===== src/rtl/uart_rx_frame.sv =====
// uart_rx_frame: oversampled UART receiver with configurable data/parity/stop bits,
// majority voting and a valid/ready output carrying parity, framing, break and overrun status.
module uart_rx_frame #(
  parameter int CLK_FREQ   = 32000000,
  parameter int BAUD_RATE  = 19200,
  parameter int DATA_BITS  = 8,
  parameter int PARITY     = 0,
  parameter int STOP_BITS  = 1,
  parameter int OVERSAMPLE = 16
) (
  input  logic                 clk,
  input  logic                 rst,
  input  logic                 rx,
  output logic [DATA_BITS-1:0] rx_data,
  output logic                 rx_valid,
  input  logic                 rx_ready,
  output logic                 rx_perr,
  output logic                 rx_ferr,
  output logic                 rx_break,
  output logic                 rx_overrun
);
  localparam int TICK_DIV = CLK_FREQ / (BAUD_RATE * OVERSAMPLE);
  localparam int TW = TICK_DIV > 1 ? $clog2(TICK_DIV) : 1;
  localparam int SW = $clog2(OVERSAMPLE);
  localparam int BW = $clog2(DATA_BITS + 1);
  localparam int M = OVERSAMPLE / 2;
  typedef enum logic [2:0] {S_IDLE, S_START, S_DATA, S_PAR, S_STOP} state_t;
  state_t               state;
  logic                 rx_meta, rxs, s0, s1, perr, ferr, zero;
  logic [TW-1:0]        tick_cnt;
  logic [SW-1:0]        samp;
  logic [BW-1:0]        bit_idx;
  logic [DATA_BITS-1:0] d;
  logic                 tick, decide, vote, fe, brk;
  always_comb begin
    tick = state != S_IDLE && tick_cnt == TW'(TICK_DIV - 1);
    decide = tick && samp == SW'(M + 1);
    vote = (s0 & s1) | (s0 & rxs) | (s1 & rxs);
    fe = ferr | ~vote;
    brk = zero & ~vote;
  end
  always_ff @(posedge clk) begin
    if (rst) begin
      rx_meta <= 1'b1;
      rxs <= 1'b1;
      state <= S_IDLE;
      tick_cnt <= '0;
      samp <= '0;
      bit_idx <= '0;
      s0 <= 1'b0;
      s1 <= 1'b0;
      d <= '0;
      perr <= 1'b0;
      ferr <= 1'b0;
      zero <= 1'b0;
      rx_data <= '0;
      rx_valid <= 1'b0;
      rx_perr <= 1'b0;
      rx_ferr <= 1'b0;
      rx_break <= 1'b0;
      rx_overrun <= 1'b0;
    end else begin
      rx_meta <= rx;
      rxs <= rx_meta;
      rx_overrun <= 1'b0;
      if (rx_valid && rx_ready) rx_valid <= 1'b0;
      tick_cnt <= (state == S_IDLE || tick) ? '0 : tick_cnt + TW'(1);
      if (tick) samp <= samp == SW'(OVERSAMPLE - 1) ? '0 : samp + SW'(1);
      if (tick && samp == SW'(M - 1)) s0 <= rxs;
      if (tick && samp == SW'(M)) s1 <= rxs;
      case (state)
        S_IDLE: if (!rxs) begin
          state <= S_START;
          samp <= '0;
          bit_idx <= '0;
          perr <= 1'b0;
          ferr <= 1'b0;
          zero <= 1'b1;
        end
        S_START: if (decide) state <= vote ? S_IDLE : S_DATA;
        S_DATA: if (decide) begin
          d <= {vote, d[DATA_BITS-1:1]};
          zero <= zero & ~vote;
          bit_idx <= bit_idx == BW'(DATA_BITS - 1) ? '0 : bit_idx + BW'(1);
          if (bit_idx == BW'(DATA_BITS - 1)) state <= PARITY != 0 ? S_PAR : S_STOP;
        end
        S_PAR: if (decide) begin
          perr <= vote != ((^d) ^ (PARITY == 2));
          zero <= zero & ~vote;
          state <= S_STOP;
        end
        S_STOP: if (decide) begin
          ferr <= fe;
          zero <= brk;
          bit_idx <= bit_idx + BW'(1);
          if (bit_idx == BW'(STOP_BITS - 1)) begin
            // Commit at the last stop decision so the rest of the stop bit absorbs baud skew
            state <= S_IDLE;
            if (!rx_valid || rx_ready) begin
              rx_data <= d;
              rx_perr <= perr;
              rx_ferr <= fe;
              rx_break <= brk;
              rx_valid <= 1'b1;
            end else rx_overrun <= 1'b1;
          end
        end
        default: state <= S_IDLE;
      endcase
    end
  end
endmodule


===== config.mk =====
export PLATFORM = sky130hd
export DESIGN_NAME = uart_rx_frame
export DESIGN_NICKNAME = d
export VERILOG_FILES = /design/src/rtl/uart_rx_frame.sv
export SDC_FILE = /design/constraint.sdc
export NUM_CORES = 1
export LEC_CHECK = 0
export CORE_ASPECT_RATIO = 0.5
export CORE_MARGIN = 2
export CORE_UTILIZATION = 30
export CTS_BUF_LIST = sky130_fd_sc_hd__clkbuf_8
export DETAILED_ROUTE_END_ITERATION = 6
export PLACE_DENSITY_LB_ADDON = 0.05
export SYNTH_ARGS = -nofsm -noshare
export SYNTH_HDL_FRONTEND = slang
export SYNTH_SLANG_ARGS = --single-unit

===== constraint.sdc =====
create_clock -name clk -period 3.5 [get_ports clk]
set_input_delay 0.7 -clock clk [delete_from_list [all_inputs] [get_ports clk]]
set_output_delay 0.7 -clock clk [all_outputs]
set_load 0.02 [all_outputs]

==> results.yml, run 1 <==
logic_synthesis:
  synthFlopType: "dfxtp_1"
  async_flop_share_pct: 0
  netlist_instances: 259
  syn_avg_cell_area_um2: 8.71
  yosysMostFrequentCell: "dfxtp_1"
  synth-seq-area-share_pct: 40.8
  syn_area_um2: 2260
  synth-seq-cells: 46
  synthDistinctLibCells: 54
  ys_top_cells_by_area: "dfxtp_1 41%, a21oi_1 7.1%, nand3_1 6.7%, o21ai_0 4.4%, xnor2_1 3.9%"
  synth.top_cells.by_count: "46 x dfxtp_1, 32 x a21oi_1, 30 x nand3_1, 20 x o21ai_0, 14 x nor2_1"
  synth_top_cell_area_share_pct: 40.8
  synth_edf_count: 0
  synth_top_cell_by_area: "dfxtp_1"
  yosys_warnings: 0
  synth_fp_nets: 269
placement:
  hpwl_mm: 3.75
  gp_congestion: 0.719
  numPortBuffers: 16
  placed_cell_area_um2: 2470
timing:
  setup_viol: 0
  clock.fmax_mhz: 448
  slew_headroom_pct: 38.6
  hold_viol: 0
  drv_slew: 0
  period_share_pct: 63.7
  worst_pin_slew_ps: 916
  hold_slack_ps: 420
  rsz0062_at_grt: "no"
  skew_ps: 14.2
  min_period_ps: 2230
  fin_setup_tns_ps: 0
clock_network:
  cts_resized: 0
  clk_pin_slew_ps: 100
  cts_tree: "yes"
  cts_buffers: 5
  cts.path.max_buffers: 2
  cts_hold_buf: 0
  cts_sinks: 46
  post_cts_buffers: 0
  htreeDepth: 2
  insertion_delay_ps: 320
  clock-root-buffer: "clkbuf_8"
floorplanning:
  core_um2: 7320
  start_util_pct: 30.8
  die_h_um: 65.3
  die_w_um: 127
  ios: 17
  die_area_um2: 8280
  fp-row-count: 22
route:
  wl_per_cell_um: 14.5
  route.vias.total: 1889
  dr.pass1.iters: 4
  drt-total-wl_mm: 5.28
  antenna_left: 0
  vias_per_cell: 5.19
  drc_errors: 0
  drtIter0Drc: 147
grt:
  antenna_found_initial: 0
  first_global_vias: 1736
  grt_max_degree: 38
  track_usage_pct: 14.1
  grt_overflow: 0
  grt_pass1_wl_mm: 9.09
worst_setup_path:
  crit_required_ps: 3740
  rr_startpoint: "tick_cnt[0]"
  cp_max_fo: 15
  cp-start-kind: "register"
  end_kind: "register"
  crit_type: "register to register"
  crit_chain: "ha_1, nand3_1, nor3_2, nand3_1, o31ai_1"
  max_stage_delay_ps: 860
  path_common_cell: "nand3_1"
  critPathBufInv: 0
  crit_start: "tick_cnt[0]"
  crit_family: "simple AND/OR/NAND/NOR gates"
  arrival_ps: 2470
  critPathSlowestCell: "nor3_2"
power_and_ir_drop:
  p_comb_share_pct: 3.1
  powerDensity_nw_per_um2: 352
  p_int_uw: 678
  p_seq_share_pct: 58.9
  p_switching_uw: 224
  clock_power_share_pct: 38.0
  switching_share_pct: 24.9
  ir_drop_mv: 0.122
  power_uw: 903
  p_leak_uw: 0.000801
cells_and_area:
  finalInstanceArea_um2: 2560
  antenna_cells: 0
  area_delta_synth_final_pct: 13.6
  layout-drive-gt1-share_pct: 7.46
  final_nets: 277
  final_core_util_pct: 35.0
hold_path:
  hold_path.class: "register to register"
  min_from: "rx_meta"
outcome:
  status: "completed"
flow_run:
  drv_cap: 0
area by class of cell:
class / instances / area, um2
Fill cell: 784 / 4760
Inverter: 8 / 30.0
Timing Repair Buffer: 17 / 168
Clock buffer: 5 / 68.8
Clock inverter: 3 / 21.3
Tap cell: 96 / 120
Multi-Input combinational cell: 189 / 1240
Sequential cell: 46 / 921
cells by family after synthesis:
kind of cell,count (synthesis),synth area share (%)
adder cells (fa/ha/maj),7,3.77
flip-flops,46,40.8
AO/OA/AOI/OAI,70,17.8
AND/OR/NAND/NOR,96,26.2
multiplexers,3,1.33
buffers and inverters,24,4.43
XOR/XNOR,13,5.65
routing by layer:
layer,GRT usage [%],share of wire [%]
met1,19.8,54
met4,4.95,1.3
met3,4.40,3.4
met5,0,0
met2,20.4,41
through the flow:
stage | setup WS (ps) | instances
2_1_floorplan | 1610 | 259
3_3_place_gp | 1280 | 356
3_5_place_dp | 1250 | 356
4_1_cts | 1240 | 364
5_1_grt | 935 | 364
6_report | 1270 | 364
power groups by stage:
stage | Clock (uW) | Combinational [uW] | Sequential (uW)
final | 343 | 28.1 | 532
after CTS | 363 | 28.5 | 532
after global placement | 0 | 28.9 | 544
after detailed placement | 0 | 28.3 | 544
after global routing | 388 | 31.6 | 533
after floorplan | 0 | 21.4 | 541
worst paths after layout:
check | to | slack (ps) | cells past startpoint
min reg2reg | rxs | 420 | 1
min | rxs | 420 | 1
max | perr | 1270 | 5
max reg2reg | perr | 1270 | 5
registers in the layout, summed over array words and instances, names as in the netlist:
name        count
bit_idx         4
rx_data         8
s1              1
state           3
perr            1
rx_break        1
rxs             1
zero            1
rx_valid        1
rx_ferr         1
tick_cnt        7
samp            4
rx_meta         1
rx_overrun      1
d               8
rx_perr         1
s0              1
ferr            1
cells in the final DEF, fill, tap and decap left out, drive strengths merged, types with 4 or more instances in the layout:
cell type and instances:
dfxtp 46, a21oi 32, nand3 30, o21ai 24, clkdlybuf4s50 16, nor2 14, xnor2 10, inv 8
nor3 7, ha 6, nor3b 6, clkbuf 5, nor4 5, nand2b 4
Note: power is estimated with default switching activity, not from simulation.
==> run 2, diff against run 1 <==
- clock period: 3.5 -> 2 ns (I/O delays scaled with it)
==> run 2 against run 1 <==
Register-to-register slack got worse by 1200 ps. Maximum frequency increased by 16%. First-iteration DRC count fell by 37%. Global-route usage up 0.91 points. Via count grew 5.3%. Clock power is 63% higher. Flip-flop and latch count unchanged. Worst hold slack lost 5.9 ps. Non-clock buffer count increased by 24. Critical path type unchanged. Largest cell class unchanged.
==> results.yml, run 2 (synthesized netlist as in run 1, its figures left out) <==
clock_network:
  clock-root-buffer: "clkbuf_8"
  htreeDepth: 2
  clk_pin_slew_ps: 90
  insertion_delay_ps: 310
  cts_tree: "yes"
  cts_buffers: 5
  cts_hold_buf: 0
  cts_sinks: 46
  cts.path.max_buffers: 2
route:
  vias_per_cell: 5.14
  drc_errors: 0
  antenna_left: 0
  wl_met3_um: 230
  drt-total-wl_mm: 5.74
  wl_met1_mm: 2.95
  top_layer: "met4"
  wl_met2_mm: 2.52
  dr.pass1.iters: 4
  route.vias.total: 1990
  wl_per_cell_um: 14.8
  drtIter0Drc: 93
cells_and_area:
  layout-drive-gt1-share_pct: 17.2
  antenna_cells: 0
  area_delta_synth_final_pct: 22.2
  largestRegisters: "d: 8 flops, rx_data: 8 flops, tick_cnt: 7 flops"
  final_nets: 301
  fillers: 780
  multi_input_area_um2: 1260
  finalInstanceArea_um2: 2760
  layout_commonest_cell: "dfxtp_1"
  layout_common_cells: "43 x dfxtp_1, 32 x a21oi_1, 30 x nand3_1, 25 x buf_4, 20 x o21ai_0"
  regArea_um2: 925
grt:
  track_usage_pct: 15.0
  first_global_vias: 1933
  grt_max_degree: 28
  antenna_found_initial: 0
  grt_pass1_wl_mm: 9.71
  grt_overflow: 0
worst_setup_path:
  cp_max_fo: 4
  reg2reg_depth: 6
  arrival_ps: 2110
  rr_startpoint: "samp[1]"
  crit_type: "register to register"
  rrSetupSlack_ps: 80
  cp-start-kind: "register"
  end_kind: "register"
  r2r_end: "bit_idx[3]"
  crit_required_ps: 2190
timing:
  setup_viol: 0
  clock.fmax_mhz: 521
  slew_headroom_pct: 66.4
  min_period_ps: 1920
  skew_ps: 6.12
  rsz0062_at_grt: "no"
  fin_setup_tns_ps: 0
  period_share_pct: 95.9
  drv_slew: 0
  hold_viol: 0
  worst_pin_slew_ps: 503
hold_path:
  hold_path.class: "register to register"
  min_from: "rx_meta"
  min_path_cells: 1
  min_to: "rxs"
floorplanning:
  die_area_um2: 8280
  fp-row-count: 22
  die_h_um: 65.3
  ios: 17
  core_um2: 7320
  die_w_um: 127
  start_util_pct: 30.8
outcome:
  status: "completed"
power_and_ir_drop:
  powerDensity_nw_per_um2: 562
  ir_drop_mv: 0.216
  p_leak_uw: 0.000924
  power_uw: 1550
placement:
  gp_congestion: 0.732
  placed_cell_area_um2: 2650
  numPortBuffers: 16
  hpwl_mm: 4.06
flow_run:
  drv_cap: 0
-- run 2: through the flow --
step | utilization [%] | hold WS [ps] | setup WS, ps | std cells
detailed placement | 36.2 | 398 | 45.8 | 379
finish | 37.7 | 414 | 82.4 | 387
global placement | 36.2 | 395 | 81.9 | 379
floorplan | - | 389 | 112 | 259
CTS | 37.2 | 418 | 44.9 | 386
global route | 37.7 | 443 | 17.4 | 387
-- run 2: report_power, final --
group          total [uW]  switching (uW)  internal [uW]
combinational        63.9            38.3           25.5
sequential            925            4.19            921
clock                 560             325            235
-- run 2: worst max-delay path, stage by stage, from the launching register on --
cell and delay (ps):
dfxtp_2 330, inv_2 80, ha_4 130, or4bb_4 450, or4_4 560, a22oi_2 170, a211oi_1 80
-- run 2: area by class of cell --
| cell class | count | share of cell area, % |
|---|---|---|
| timing repair buffer | 41 | 12.6 |
| multi-input combinational | 189 | 45.6 |
| clock buffer | 5 | 2.49 |
| clock inverter | 2 | 0.363 |
| sequential | 46 | 33.5 |
| tap | 96 | 4.35 |
| inverter | 8 | 1.09 |
-- run 2: layer usage --
| metal | vias to the layer above | GRT usage (%) |
|---|---|---|
| met5 | - | 0 |
| met4 | 0 | 4.53 |
| met3 | 4 | 4.23 |
| met2 | 29 | 24.4 |
| met1 | 959 | 19.6 |
| li1 | 998 | - |
-- run 2: worst max-delay path by stage --
stage                       endpoint  depth (start not counted)   startpoint
after global routing      bit_idx[2]                          7  tick_cnt[0]
after CTS                 bit_idx[3]                          6      samp[1]
final                     bit_idx[3]                          6      samp[1]
after floorplan           bit_idx[3]                          5      samp[0]
after global placement    bit_idx[3]                          6      samp[1]
after detailed placement  bit_idx[3]                          6      samp[1]
-- run 2: timing repair --
action	4_1_cts	5_1_grt
hold endpoints to repair	0	0
gates resized for setup	0	8
buffers inserted	0	1
setup endpoints to repair	0	1
==> run 3, diff against run 2 <==
- CTS_CLUSTER_DIAMETER: unset -> 30
==> results of run 3 <==
The final DEF is identical to that of run 2; final timing and power are the same.
